--- src/rtl/mem_access.sv ---
// mem_access: MEM pipeline stage between the EX/MEM and MEM/WB registers.
//
// Non-memory ops pass straight through combinationally. Loads and stores
// run a req/ack handshake with the data-memory port, hold the pipeline
// with stall_req until the access finishes, and present the (formatted)
// result for one cycle in DONE. Misaligned accesses and bus timeouts
// suppress the writeback and raise a one-cycle error pulse.
//
// Ports:
//   clk, rst                 clock (rising edge), synchronous active-low reset
//   ex_wdata/ex_wd/ex_wreg   writeback data/address/enable from EX/MEM
//   ex_memop                 0 none, 1 LB, 2 LBU, 3 LH, 4 LHU, 5 LW, 6 SB, 7 SH, 8 SW
//   ex_memaddr, ex_sdata     effective byte address, store data
//   mem_wdata/mem_wd/mem_wreg writeback to MEM/WB
//   stall_req                freeze request to pipeline control
//   dmem_*                   data-memory request port
//   align_err, bus_err       one-cycle error pulses
module mem_access #(
  parameter int unsigned TIMEOUT_CYCLES = 16
) (
  input  logic        clk,
  input  logic        rst,
  input  logic [31:0] ex_wdata,
  input  logic [4:0]  ex_wd,
  input  logic        ex_wreg,
  input  logic [3:0]  ex_memop,
  input  logic [31:0] ex_memaddr,
  input  logic [31:0] ex_sdata,
  output logic [31:0] mem_wdata,
  output logic [4:0]  mem_wd,
  output logic        mem_wreg,
  output logic        stall_req,
  output logic        dmem_req,
  output logic        dmem_we,
  output logic [31:0] dmem_addr,
  output logic [3:0]  dmem_be,
  output logic [31:0] dmem_wdata,
  input  logic        dmem_ack,
  input  logic [31:0] dmem_rdata,
  output logic        align_err,
  output logic        bus_err
);

  localparam logic [3:0] OpLb  = 4'd1;
  localparam logic [3:0] OpLbu = 4'd2;
  localparam logic [3:0] OpLh  = 4'd3;
  localparam logic [3:0] OpLhu = 4'd4;
  localparam logic [3:0] OpLw  = 4'd5;
  localparam logic [3:0] OpSb  = 4'd6;
  localparam logic [3:0] OpSh  = 4'd7;
  localparam logic [3:0] OpSw  = 4'd8;

  localparam logic [7:0] TimeoutVal = 8'(TIMEOUT_CYCLES);

  typedef enum logic [1:0] {StIdle, StWait, StDone} state_e;

  state_e      state_q, state_d;
  logic [7:0]  cnt_q, cnt_d;
  logic [31:0] rdata_q, rdata_d;
  logic        abort_q, abort_d;

  logic        is_load, is_store, is_mem, misaligned;
  logic [3:0]  be_calc;
  logic [31:0] sdata_calc;
  logic [31:0] load_data;
  logic [7:0]  cnt_inc;

  // ---------------------------------------------------------------------------
  // Operation decode (ex_* stay stable while stall_req is high)
  // ---------------------------------------------------------------------------
  always_comb begin
    is_load    = 1'b0;
    is_store   = 1'b0;
    misaligned = 1'b0;
    be_calc    = 4'b0000;
    sdata_calc = 32'd0;
    case (ex_memop)
      OpLb, OpLbu: is_load = 1'b1;
      OpLh, OpLhu: begin
        is_load    = 1'b1;
        misaligned = ex_memaddr[0];
      end
      OpLw: begin
        is_load    = 1'b1;
        misaligned = |ex_memaddr[1:0];
      end
      OpSb: begin
        is_store   = 1'b1;
        be_calc    = 4'b0001 << ex_memaddr[1:0];
        sdata_calc = {4{ex_sdata[7:0]}};
      end
      OpSh: begin
        is_store   = 1'b1;
        misaligned = ex_memaddr[0];
        be_calc    = ex_memaddr[1] ? 4'b1100 : 4'b0011;
        sdata_calc = {2{ex_sdata[15:0]}};
      end
      OpSw: begin
        is_store   = 1'b1;
        misaligned = |ex_memaddr[1:0];
        be_calc    = 4'b1111;
        sdata_calc = ex_sdata;
      end
      default: ;  // 0 and 9..15 behave as no memory op
    endcase
  end

  assign is_mem  = is_load | is_store;
  assign cnt_inc = cnt_q + 8'd1;

  // ---------------------------------------------------------------------------
  // Load data formatting from the latched word
  // ---------------------------------------------------------------------------
  always_comb begin
    logic [7:0]  lane_b;
    logic [15:0] lane_h;
    unique case (ex_memaddr[1:0])
      2'd0:    lane_b = rdata_q[7:0];
      2'd1:    lane_b = rdata_q[15:8];
      2'd2:    lane_b = rdata_q[23:16];
      default: lane_b = rdata_q[31:24];
    endcase
    lane_h = ex_memaddr[1] ? rdata_q[31:16] : rdata_q[15:0];
    case (ex_memop)
      OpLb:    load_data = {{24{lane_b[7]}}, lane_b};
      OpLbu:   load_data = {24'd0, lane_b};
      OpLh:    load_data = {{16{lane_h[15]}}, lane_h};
      OpLhu:   load_data = {16'd0, lane_h};
      default: load_data = rdata_q;
    endcase
  end

  // ---------------------------------------------------------------------------
  // State register
  // ---------------------------------------------------------------------------
  always_ff @(posedge clk) begin
    if (!rst) begin
      state_q <= StIdle;
      cnt_q   <= 8'd0;
      rdata_q <= 32'd0;
      abort_q <= 1'b0;
    end else begin
      state_q <= state_d;
      cnt_q   <= cnt_d;
      rdata_q <= rdata_d;
      abort_q <= abort_d;
    end
  end

  // ---------------------------------------------------------------------------
  // Next-state logic
  // ---------------------------------------------------------------------------
  always_comb begin
    state_d = state_q;
    cnt_d   = cnt_q;
    rdata_d = rdata_q;
    abort_d = abort_q;
    unique case (state_q)
      StIdle: begin
        // dmem_ack is deliberately not looked at in the request's first cycle
        if (is_mem && !misaligned) begin
          state_d = StWait;
          cnt_d   = 8'd0;
          abort_d = 1'b0;
        end
      end
      StWait: begin
        if (dmem_ack) begin
          rdata_d = dmem_rdata;
          state_d = StDone;
        end else begin
          cnt_d = cnt_inc;
          if (cnt_inc == TimeoutVal) begin
            abort_d = 1'b1;
            state_d = StDone;
          end
        end
      end
      StDone:  state_d = StIdle;
      default: state_d = StIdle;
    endcase
  end

  // ---------------------------------------------------------------------------
  // Output logic; everything is held at zero while reset is asserted
  // ---------------------------------------------------------------------------
  always_comb begin
    mem_wdata  = 32'd0;
    mem_wd     = 5'd0;
    mem_wreg   = 1'b0;
    stall_req  = 1'b0;
    dmem_req   = 1'b0;
    dmem_we    = 1'b0;
    dmem_addr  = 32'd0;
    dmem_be    = 4'b0000;
    dmem_wdata = 32'd0;
    align_err  = 1'b0;
    bus_err    = 1'b0;
    if (rst) begin
      mem_wdata  = ex_wdata;
      mem_wd     = ex_wd;
      // Address/strobe/data come straight from the frozen ex_* inputs, so they
      // stay stable for as long as the request is held.
      dmem_we    = is_store;
      dmem_addr  = {ex_memaddr[31:2], 2'b00};
      dmem_be    = be_calc;
      dmem_wdata = sdata_calc;
      unique case (state_q)
        StIdle: begin
          if (!is_mem) begin
            mem_wreg = ex_wreg;
          end else if (misaligned) begin
            align_err = 1'b1;
          end else begin
            dmem_req  = 1'b1;
            stall_req = 1'b1;
          end
        end
        StWait: begin
          dmem_req  = 1'b1;
          stall_req = 1'b1;
        end
        StDone: begin
          bus_err = abort_q;
          if (is_load) begin
            mem_wreg  = ex_wreg & ~abort_q;
            mem_wdata = load_data;
          end
        end
        default: ;
      endcase
    end
  end

endmodule
--- config.mk ---
export PLATFORM = sky130hd
export DESIGN_NAME = mem_access
export DESIGN_NICKNAME = d
export VERILOG_FILES = /design/src/rtl/mem_access.sv
export SDC_FILE = /design/constraint.sdc
export NUM_CORES = 1
export LEC_CHECK = 0
export BUFFER_PORTS_ARGS = -buffer_cell sky130_fd_sc_hd__buf_2
export CORE_AREA = 2 2 99 101
export CTS_BUF_LIST = sky130_fd_sc_hd__clkbuf_4 sky130_fd_sc_hd__clkbuf_8
export DETAILED_ROUTE_END_ITERATION = 6
export DIE_AREA = 0 0 101 103
export MAX_ROUTING_LAYER = met4
export PLACE_DENSITY = 0.78
export SLEW_MARGIN = 25
export SYNTH_ARGS = -nofsm -noshare
export SYNTH_HDL_FRONTEND = slang
export SYNTH_SLANG_ARGS = --single-unit
export TNS_END_PERCENT = 50
--- constraint.sdc ---
create_clock -name clk -period 7.1 [get_ports clk]
set_input_delay 1.42 -clock clk [delete_from_list [all_inputs] [get_ports clk]]
set_output_delay 1.42 -clock clk [all_outputs]
set_load 0.005 [all_outputs]
* Word level (Yosys, flattened, before mapping)
Index checks and enable logic that the tools add are counted.
Storage, ports and cells: word-level logic and storage cells 82, output and inout port bits 111, bits of input ports 141, bits in registers 43
Cells by class: $add $sub $neg 1, shift-type cells 1, eq/ne operators 17, muxes and demuxes 42, bitwise logic cells 3, reductions and logical operators 14
Operators with widths (number):
- $mux 32 | 5
- $pmux 32 s4 | 1
- $pmux 32 s3 | 1
- $pmux 8 s3 | 1
- $mux 1 | 18
- $eq 4x3->1 const B | 4
- $mux 16 | 1
- $mux 8 | 2
- $pmux 8 s2 | 1
- $pmux 4 s3 | 1
- $add 8x1->8 const B | 1
- $eq 4x2->1 const B | 2
- $eq 8x5->1 const B | 1
- $mux 4 | 2
- $pmux 1 s2 | 4
- $mux 2 | 3
- $ne 2x2->1 const B | 3
- $reduce_or 3->1 | 2
- $mux 5 | 1
- $reduce_or 5->1 | 1
- $eq 2x1->1 const B | 2
- $eq 2x2->1 const B | 2
- $eq 4x1->1 const B | 1
- $eq 4x4->1 const B | 1
- other kinds (14) | 17

* Depth between registers and ports, before layout
Gate-level depths: netlist of the first run.
word-level depth 7, gate-level depth with buffers 8, gate-level depth less buffers 6

* Worst setup path after synthesis of the first run
OpenSTA, ideal clock, no wires.
kind input to output, start point input ex_memop[0], end point output stall_req, stages 8, setup slack 2753 ps, arrival 2927 ps, required time 5680 ps, buffers on the path 3, path through clkbuf_1 -> or2_0 -> clkbuf_1 -> nor3b_2 -> nand2_1 -> nand3_1 -> nor3b_1 -> buf_4
On the way: cells in the longest elaborated chain, start to end 7, elaborated cells between the ends (all ways) 20, classes of those cells eq/ne (8); mux (7); bitwise (1); reduce/logical (4)
Ends and longest elaborated chain:
- start: declaration | line 26 | input logic [3:0] ex_memop,
- $eq 4x3->1 (tied with other cells) | line 77 | case (ex_memop)
- $reduce_or 3->1 (no line) (tied with other cells)
- $pmux 1 s2 / $mux 1 (equally long branches) | line 77
- $mux 1 / $or 1x1->1 (equally long branches)
- $mux 1 *
- $pmux 1 s2 *
- $mux 1 *
- end: declaration | line 32 | output logic stall_req,
Mark *: on every way between the ends. The rest lies on a longest branch, timed or not.

* Worst setup path in the final report of the first run
start point input ex_memaddr[0], end point output mem_wdata[27]
On the way: cells in the longest elaborated chain, start to end 6, elaborated cells between the ends (all ways) 8, classes of those cells eq/ne (2); mux (5); reduce/logical (1)
Ends and longest elaborated chain:
- start: declaration | line 27 | input logic [31:0] ex_memaddr,
- $eq 2x2->1 (tied with other cells) | line 117 | unique case (ex_memaddr[1:0])
- $pmux 8 s3 * | line 117
- $pmux 32 s4 * | line 124 | case (ex_memop)
- $mux 32 * | line 225 | if (is_load) begin
- $mux 32 * | line 208 | unique case (state_q)
- $mux 32 * | line 199 | if (rst) begin
- end: declaration | line 29 | output logic [31:0] mem_wdata,
Marked as above.

==> metrics.cfg, run 1 <==
[logic_synthesis]
netlist_instances=544
synth.area.mux_share=0.0896
ys_ff_latch=43
synth-seq-area-share=0.226
yosys_warnings=0
synthAdderAreaFrac=0.00328
synthXorXnorAreaFrac=0.00919
synth_ff_type=dfxtp_1
synth_top_family_by_area=simple AND/OR/NAND/NOR gates
synth_async_sr_flop_share=0
synth_edf_count=0
syn_area_um2=3810
synth_compound_area_frac=0.293
yosys.area_share.simple=0.312
synth_cell_types=58
synth.avg_cell_area_um2=7.01

[clocking]
cts_root_buf=clkbuf_8
clock-sinks=43
cts_tree=done
cts_setup_buffers=0
cts_buffers=5
cts_resized=0
htreeDepth=2
worstSkewPairLatency_ns=0.31
clk_pin_slew_ns=0.09
hold_buffers=0
cts_max_path_buffers=2

[floorplan]
core_area_um2=9460
chipWidth_um=101
die_area_um2=10400
start_util=0.403
die_h_um=103
rows=36
ioPinCount=252

[placed_design]
dp.final_hpwl_um=10600
place_inst=859
gp_congestion=0.893
place_ws_ns=1.68
io_buffers=249

[routing]
postRouteAntennaNets=0
drt_wl_total_um=14100
vias=4939
drt-initial-drc-count=355
routedWlPerCell_um=16.3
post-route-drc-count=0
via_per_inst=5.69
drtPass1Iterations=5

[timing]
worst_pin_slew_ns=0.873
fin_crit_ns=5.03
skew_ns=0.0149
fin_hold_ws_ns=0.478
hold_viol=0
min_period_over_period=0.708
rsz0062_at_grt=no
setup_slack_ns=2.07
fmax_mhz=199
setup_violations=0
max-slew-margin-rel=0.417
tns_ns=0
finalMaxSlewViolations=0

[grt]
busiest_layer=met2
gr-total-overflow=0
gr-usage-met2=0.444
antenna_found_initial=0
grt_pass1_wl_um=21100
grt.total_usage=0.260
grt_pass1_vias=4398
grt_max_degree=52
grt_use_met3=0.0407
met1_usage=0.312

[critical_path]
timing.rr.start=state_q[0]
startpoint_type=input pin
cp.required_ns=5.68
r2r-end=rdata_q[15]
endpoint_kind=primary output
cp_max_fo=18
rr_worst_depth=5
r2r_slack_ns=4.89
critPathLaunch=ex_memaddr[0]
crit_type=in -> out
arrival_ns=3.61

[finish]
synthToLayoutAreaGrowth_pct=34.6
final_cells=868
diodes=0
drive_gt1_frac=0.402
fillers=922
nets=895

[hold_path]
whs_endpoint=rdata_q[0]
hold_path_depth=2
min_from=rdata_q[0]
hold_path.class=reg -> reg

[pwr]
p_leak_nw=2.32
vdd_ir_drop_max_uv=92.5
power.density_nw_per_um2=129
p_total_w=0.000663

[run_status]
run_status=complete, no violations

[job]
drv_cap=0

layer usage:
metal	part of all wire	routed length, um
met1	0.40	5580
met2	0.50	7030
met3	0.085	1210
met4	0.022	308
met5	0	0
cell families (layout without fill, tap and decap cells):
family / count (synthesis) / in the layout
simple gates: 247 / 247
compound gates: 167 / 167
buf+inv: 57 / 266
flops: 43 / 43
mux: 24 / 24
xor+xnor: 4 / 4
fa+ha+maj: 1 / 1
other cells: 1 / 2
per-stage QoR:
step | utilization | area, um^2
final | 0.542 | 5130
after global routing | 0.542 | 5130
after CTS | 0.541 | 5120
after detailed placement | 0.528 | 5000
after global placement | 0.528 | 4990
after floorplan | - | 3820
worst max-delay path by stage:
stage / endpoint / slack (ns) / depth (start not counted)
5_1_grt: mem_wdata[27] / 1.92 / 7
4_1_cts: mem_wdata[27] / 1.68 / 6
6_report: mem_wdata[27] / 2.07 / 7
2_1_floorplan: stall_req / 2.75 / 8
3_5_place_dp: mem_wdata[27] / 1.68 / 6
3_3_place_gp: mem_wdata[27] / 1.77 / 6
power by group:
part           total, W  internal (W)  switching, W
Sequential     0.000259      0.000248     0.0000102
Clock          0.000212      0.000116     0.0000964
Combinational  0.000192     0.0000916      0.000100
state kept, by name, indices dropped and copies added, names as in the netlist:
register and count:
rdata_q 32, cnt_q 8, state_q 2, abort_q 1
cells in the final DEF (no fill, tap or decap), types with 7 or more instances in the layout:
cell	netlist	layout
and2_1	46	45
a21oi_1	68	68
dfxtp_1	43	43
mux4_2	7	7
o21ai_0	21	21
o211ai_1	7	7
buf_2	15	249
o221a_2	16	16
a22oi_1	10	10
o22ai_1	10	10
nor2_1	30	30
or3_1	9	9
mux2_2	11	11
nand2_1	121	120
final cells by class:
class                           count  area, um^2  share of cell area
Timing Repair Buffer              253        1280               0.249
Tap cell                          114         143              0.0278
Sequential cell                    43         861               0.168
Multi-Input combinational cell    445        2710               0.528
Clock inverter                      2        38.8             0.00756
Clock buffer                        6        82.6              0.0161
Inverter                            5        18.8             0.00366
synth_stat cells, types with 5 or more instances:
master      n  share of area
o221a_2    16          0.047
a21oi_1    68          0.089
o211ai_1    7          0.014
and2_1     46          0.075
buf_2      15          0.020
a221oi_1    6          0.014
or3_1       9          0.015
mux2i_1     6          0.016
nand2_1   121           0.12
o21ai_0    21          0.028
mux2_2     11          0.032
clkbuf_1   29          0.029
nor3_1      6         0.0079
buf_4       5         0.0098
o21a_1      5         0.0098
mux4_2      7          0.041
a22oi_1    10          0.020
o22ai_1    10          0.016
nor2_1     30          0.030
nand4_1     5         0.0082
dfxtp_1    43           0.23
worst max-delay path, stage by stage:
cell     delay [ns]
buf_2          0.35
mux2i_1        0.16
a22o_1         0.26
a22o_1         0.26
a41oi_2        0.69
o221a_2        0.34
buf_2          0.11
No activity file was read; power rests on OpenSTA's default activity.
==> inputs of run 2 (changes only) <==
--- a/config.mk
+++ b/config.mk
@@ -6,12 +6,12 @@
 export NUM_CORES = 1
 export LEC_CHECK = 0
 export BUFFER_PORTS_ARGS = -buffer_cell sky130_fd_sc_hd__buf_2
-export CORE_AREA = 2 2 99 101
+export CORE_MARGIN = 2
+export CORE_UTILIZATION = 40
 export CTS_BUF_LIST = sky130_fd_sc_hd__clkbuf_4 sky130_fd_sc_hd__clkbuf_8
 export DETAILED_ROUTE_END_ITERATION = 6
-export DIE_AREA = 0 0 101 103
 export MAX_ROUTING_LAYER = met4
-export PLACE_DENSITY = 0.78
+export PLACE_DENSITY = 0.8
 export SLEW_MARGIN = 25
 export SYNTH_ARGS = -nofsm -noshare
 export SYNTH_HDL_FRONTEND = slang
==> constraint.sdc (replaced) <==
create_clock -name clk -period 4.1 [get_ports clk]
set_input_delay 0.82 -clock clk [delete_from_list [all_inputs] [get_ports clk]]
set_output_delay 0.82 -clock clk [all_outputs]
set_load 0.005 [all_outputs]
==> metrics.cfg, run 2 (synthesized netlist as in run 1, its figures left out) <==
[timing]
rsz0062_at_grt=no
skew_ns=0.00572  ; -0.00917 ns
min_period_over_period=0.937
fmax_mhz=260
setup_violations=0  ; unchanged
fin_crit_ns=3.84
fin_hold_ws_ns=0.484  ; +0.00577 ns
max-slew-margin-rel=0.495  ; +0.0779
hold_viol=0  ; unchanged
tns_ns=0  ; unchanged
finalMaxSlewViolations=0  ; unchanged
worst_pin_slew_ns=0.757  ; -0.116 ns

[critical_path]
r2r-end=rdata_q[1]
max_stage_delay_ns=0.66  ; -0.03 ns
arrival_ns=3.02  ; -0.59 ns
critPathLaunch=ex_memop[3]
crit_path_top_delay_cell=a211oi_4
startpoint_type=input pin
cp_max_fo=15  ; -3
timing.rr.start=state_q[0]
r2r_slack_ns=1.98  ; -2.91 ns
crit_path_end=mem_wdata[4]
rr_worst_depth=5  ; unchanged
endpoint_kind=primary output
cp.required_ns=3.28  ; -2.40 ns
worstPathCellList=buf_2, or3b_1, a211oi_4, o211ai_1, a221oi_1, buf_2
crit_type=in -> out
cp_common_cell=buf_2

[floorplan]
die_h_um=102  ; -1.3%
start_util=0.413  ; +0.00955
rows=35  ; -2.8%
ioPinCount=252  ; unchanged
chipWidth_um=102  ; +0.62%
core_area_um2=9240  ; -2.3%
die_area_um2=10300  ; -0.72%

[clocking]
clk_pin_slew_ns=0.09  ; about the same
cts_max_path_buffers=2  ; unchanged
cts_tree=done
cts_root_buf=clkbuf_8
clock-sinks=43  ; unchanged
htreeDepth=2  ; unchanged
cts_buffers=5  ; unchanged
worstSkewPairLatency_ns=0.31  ; about the same
cts_setup_buffers=0  ; unchanged
cts_resized=0  ; unchanged
hold_buffers=0  ; unchanged

[placed_design]
io_buffers=249  ; unchanged
dp.final_hpwl_um=10800  ; +2.1%
place_inst=881  ; +2.6%
gp_congestion=0.945  ; +5.8%

[finish]
final_common_cell=buf_2
largest_reg_flops=32  ; unchanged
nets=901  ; +0.67%
utilization=0.560  ; +0.0172
final_cell_mix=buf_2 (249), nand2_1 (120), a21oi_1 (68)
drive_gt1_frac=0.407  ; +0.00472
synthToLayoutAreaGrowth_pct=35.6
largestRegisters=rdata_q: 32 flops, cnt_q: 8 flops, state_q: 2 flops
regMostFlops=rdata_q
fillers=917  ; -0.54%
final_cells=890  ; +2.5%

[job]
drv_cap=0  ; unchanged

[pwr]
power.density_nw_per_um2=208  ; +61%
vdd_ir_drop_max_uv=138  ; +49%
p_total_w=0.00108  ; +63%
p_leak_nw=2.34  ; +0.64%

[grt]
gr-total-overflow=0  ; unchanged
grt_max_degree=42  ; -19%
grt_pass1_vias=4148  ; -5.7%
antenna_found_initial=0  ; unchanged
grt.total_usage=0.256  ; -0.00387
grt_pass1_wl_um=20700  ; -1.9%

[routing]
postRouteAntennaNets=0  ; unchanged
post-route-drc-count=0  ; unchanged
vias=4933  ; -0.12%
drtPass1Iterations=5  ; unchanged
drt-initial-drc-count=428  ; +21%
via_per_inst=5.54  ; -2.6%
drt_wl_total_um=14000  ; -0.67%
routedWlPerCell_um=15.8  ; -3.1%

[run_status]
run_status=complete, no violations

[hold_path]
hold_path.class=reg -> reg

## run 2: cell count changes in the layout (fill, tap and decap cells not counted), sizes merged
cell      before  now
clkinvlp       0    1
diode          0    1
buf          253  259
clkinv         1    2
inv            5    4
bufinv         1    0
## run 2: cell type report
| cell class | count | area [um^2] | area share |
|---|---|---|---|
| multi-input cells | 445 | 2710 | 0.524 |
| inverters | 5 | 18.8 | 0.00363 |
| well taps | 129 | 161 | 0.0312 |
| clock buffers | 6 | 82.6 | 0.0160 |
| clock inverters | 2 | 16.3 | 0.00315 |
| repair buffers | 259 | 1320 | 0.256 |
| diodes | 1 | 2.50 | 0.000484 |
| flip-flops and latches | 43 | 861 | 0.166 |
## run 2: how the worst min path moves through the flow
stage	startpoint	to	slack [ns]	cells past startpoint
2_1_floorplan	rdata_q[0]	rdata_q[0]	0.45	2
3_3_place_gp	rdata_q[11]	rdata_q[11]	0.46	2
3_5_place_dp	rdata_q[11]	rdata_q[11]	0.47	2
4_1_cts	rdata_q[11]	rdata_q[11]	0.48	2
5_1_grt	rdata_q[12]	rdata_q[12]	0.52	2
6_report	rdata_q[11]	rdata_q[11]	0.48	2
## run 2: critical path: cells and delay by family
kind            cells  cell delay [ns]
compound gates      3             1.37
simple gates        1             0.45
buf+inv             2             0.38
## run 2: per-stage QoR
stage	cell area, um^2	setup WS (ns)
after global routing	5170	0.133
after detailed placement	5070	0.314
after floorplan	3820	0.953
after global placement	5070	0.324
after CTS	5160	0.305
final	5170	0.259
## run 2: routing by layer
| layer | share of wire | up-vias | global-route usage |
|---|---|---|---|
| met5 | 0 | - | - |
| met1 | 0.42 | 2287 | 0.338 |
| met2 | 0.49 | 250 | 0.421 |
| met4 | 0.014 | 0 | 0.0447 |
| li1 | - | 2376 | - |
| met3 | 0.080 | 20 | 0.0380 |
## run 2: report_power, final
part | internal (W) | total [W] | switching [W]
clock network | 0.000138 | 0.000295 | 0.000158
logic | 0.000162 | 0.000336 | 0.000175
registers | 0.000430 | 0.000446 | 0.0000164
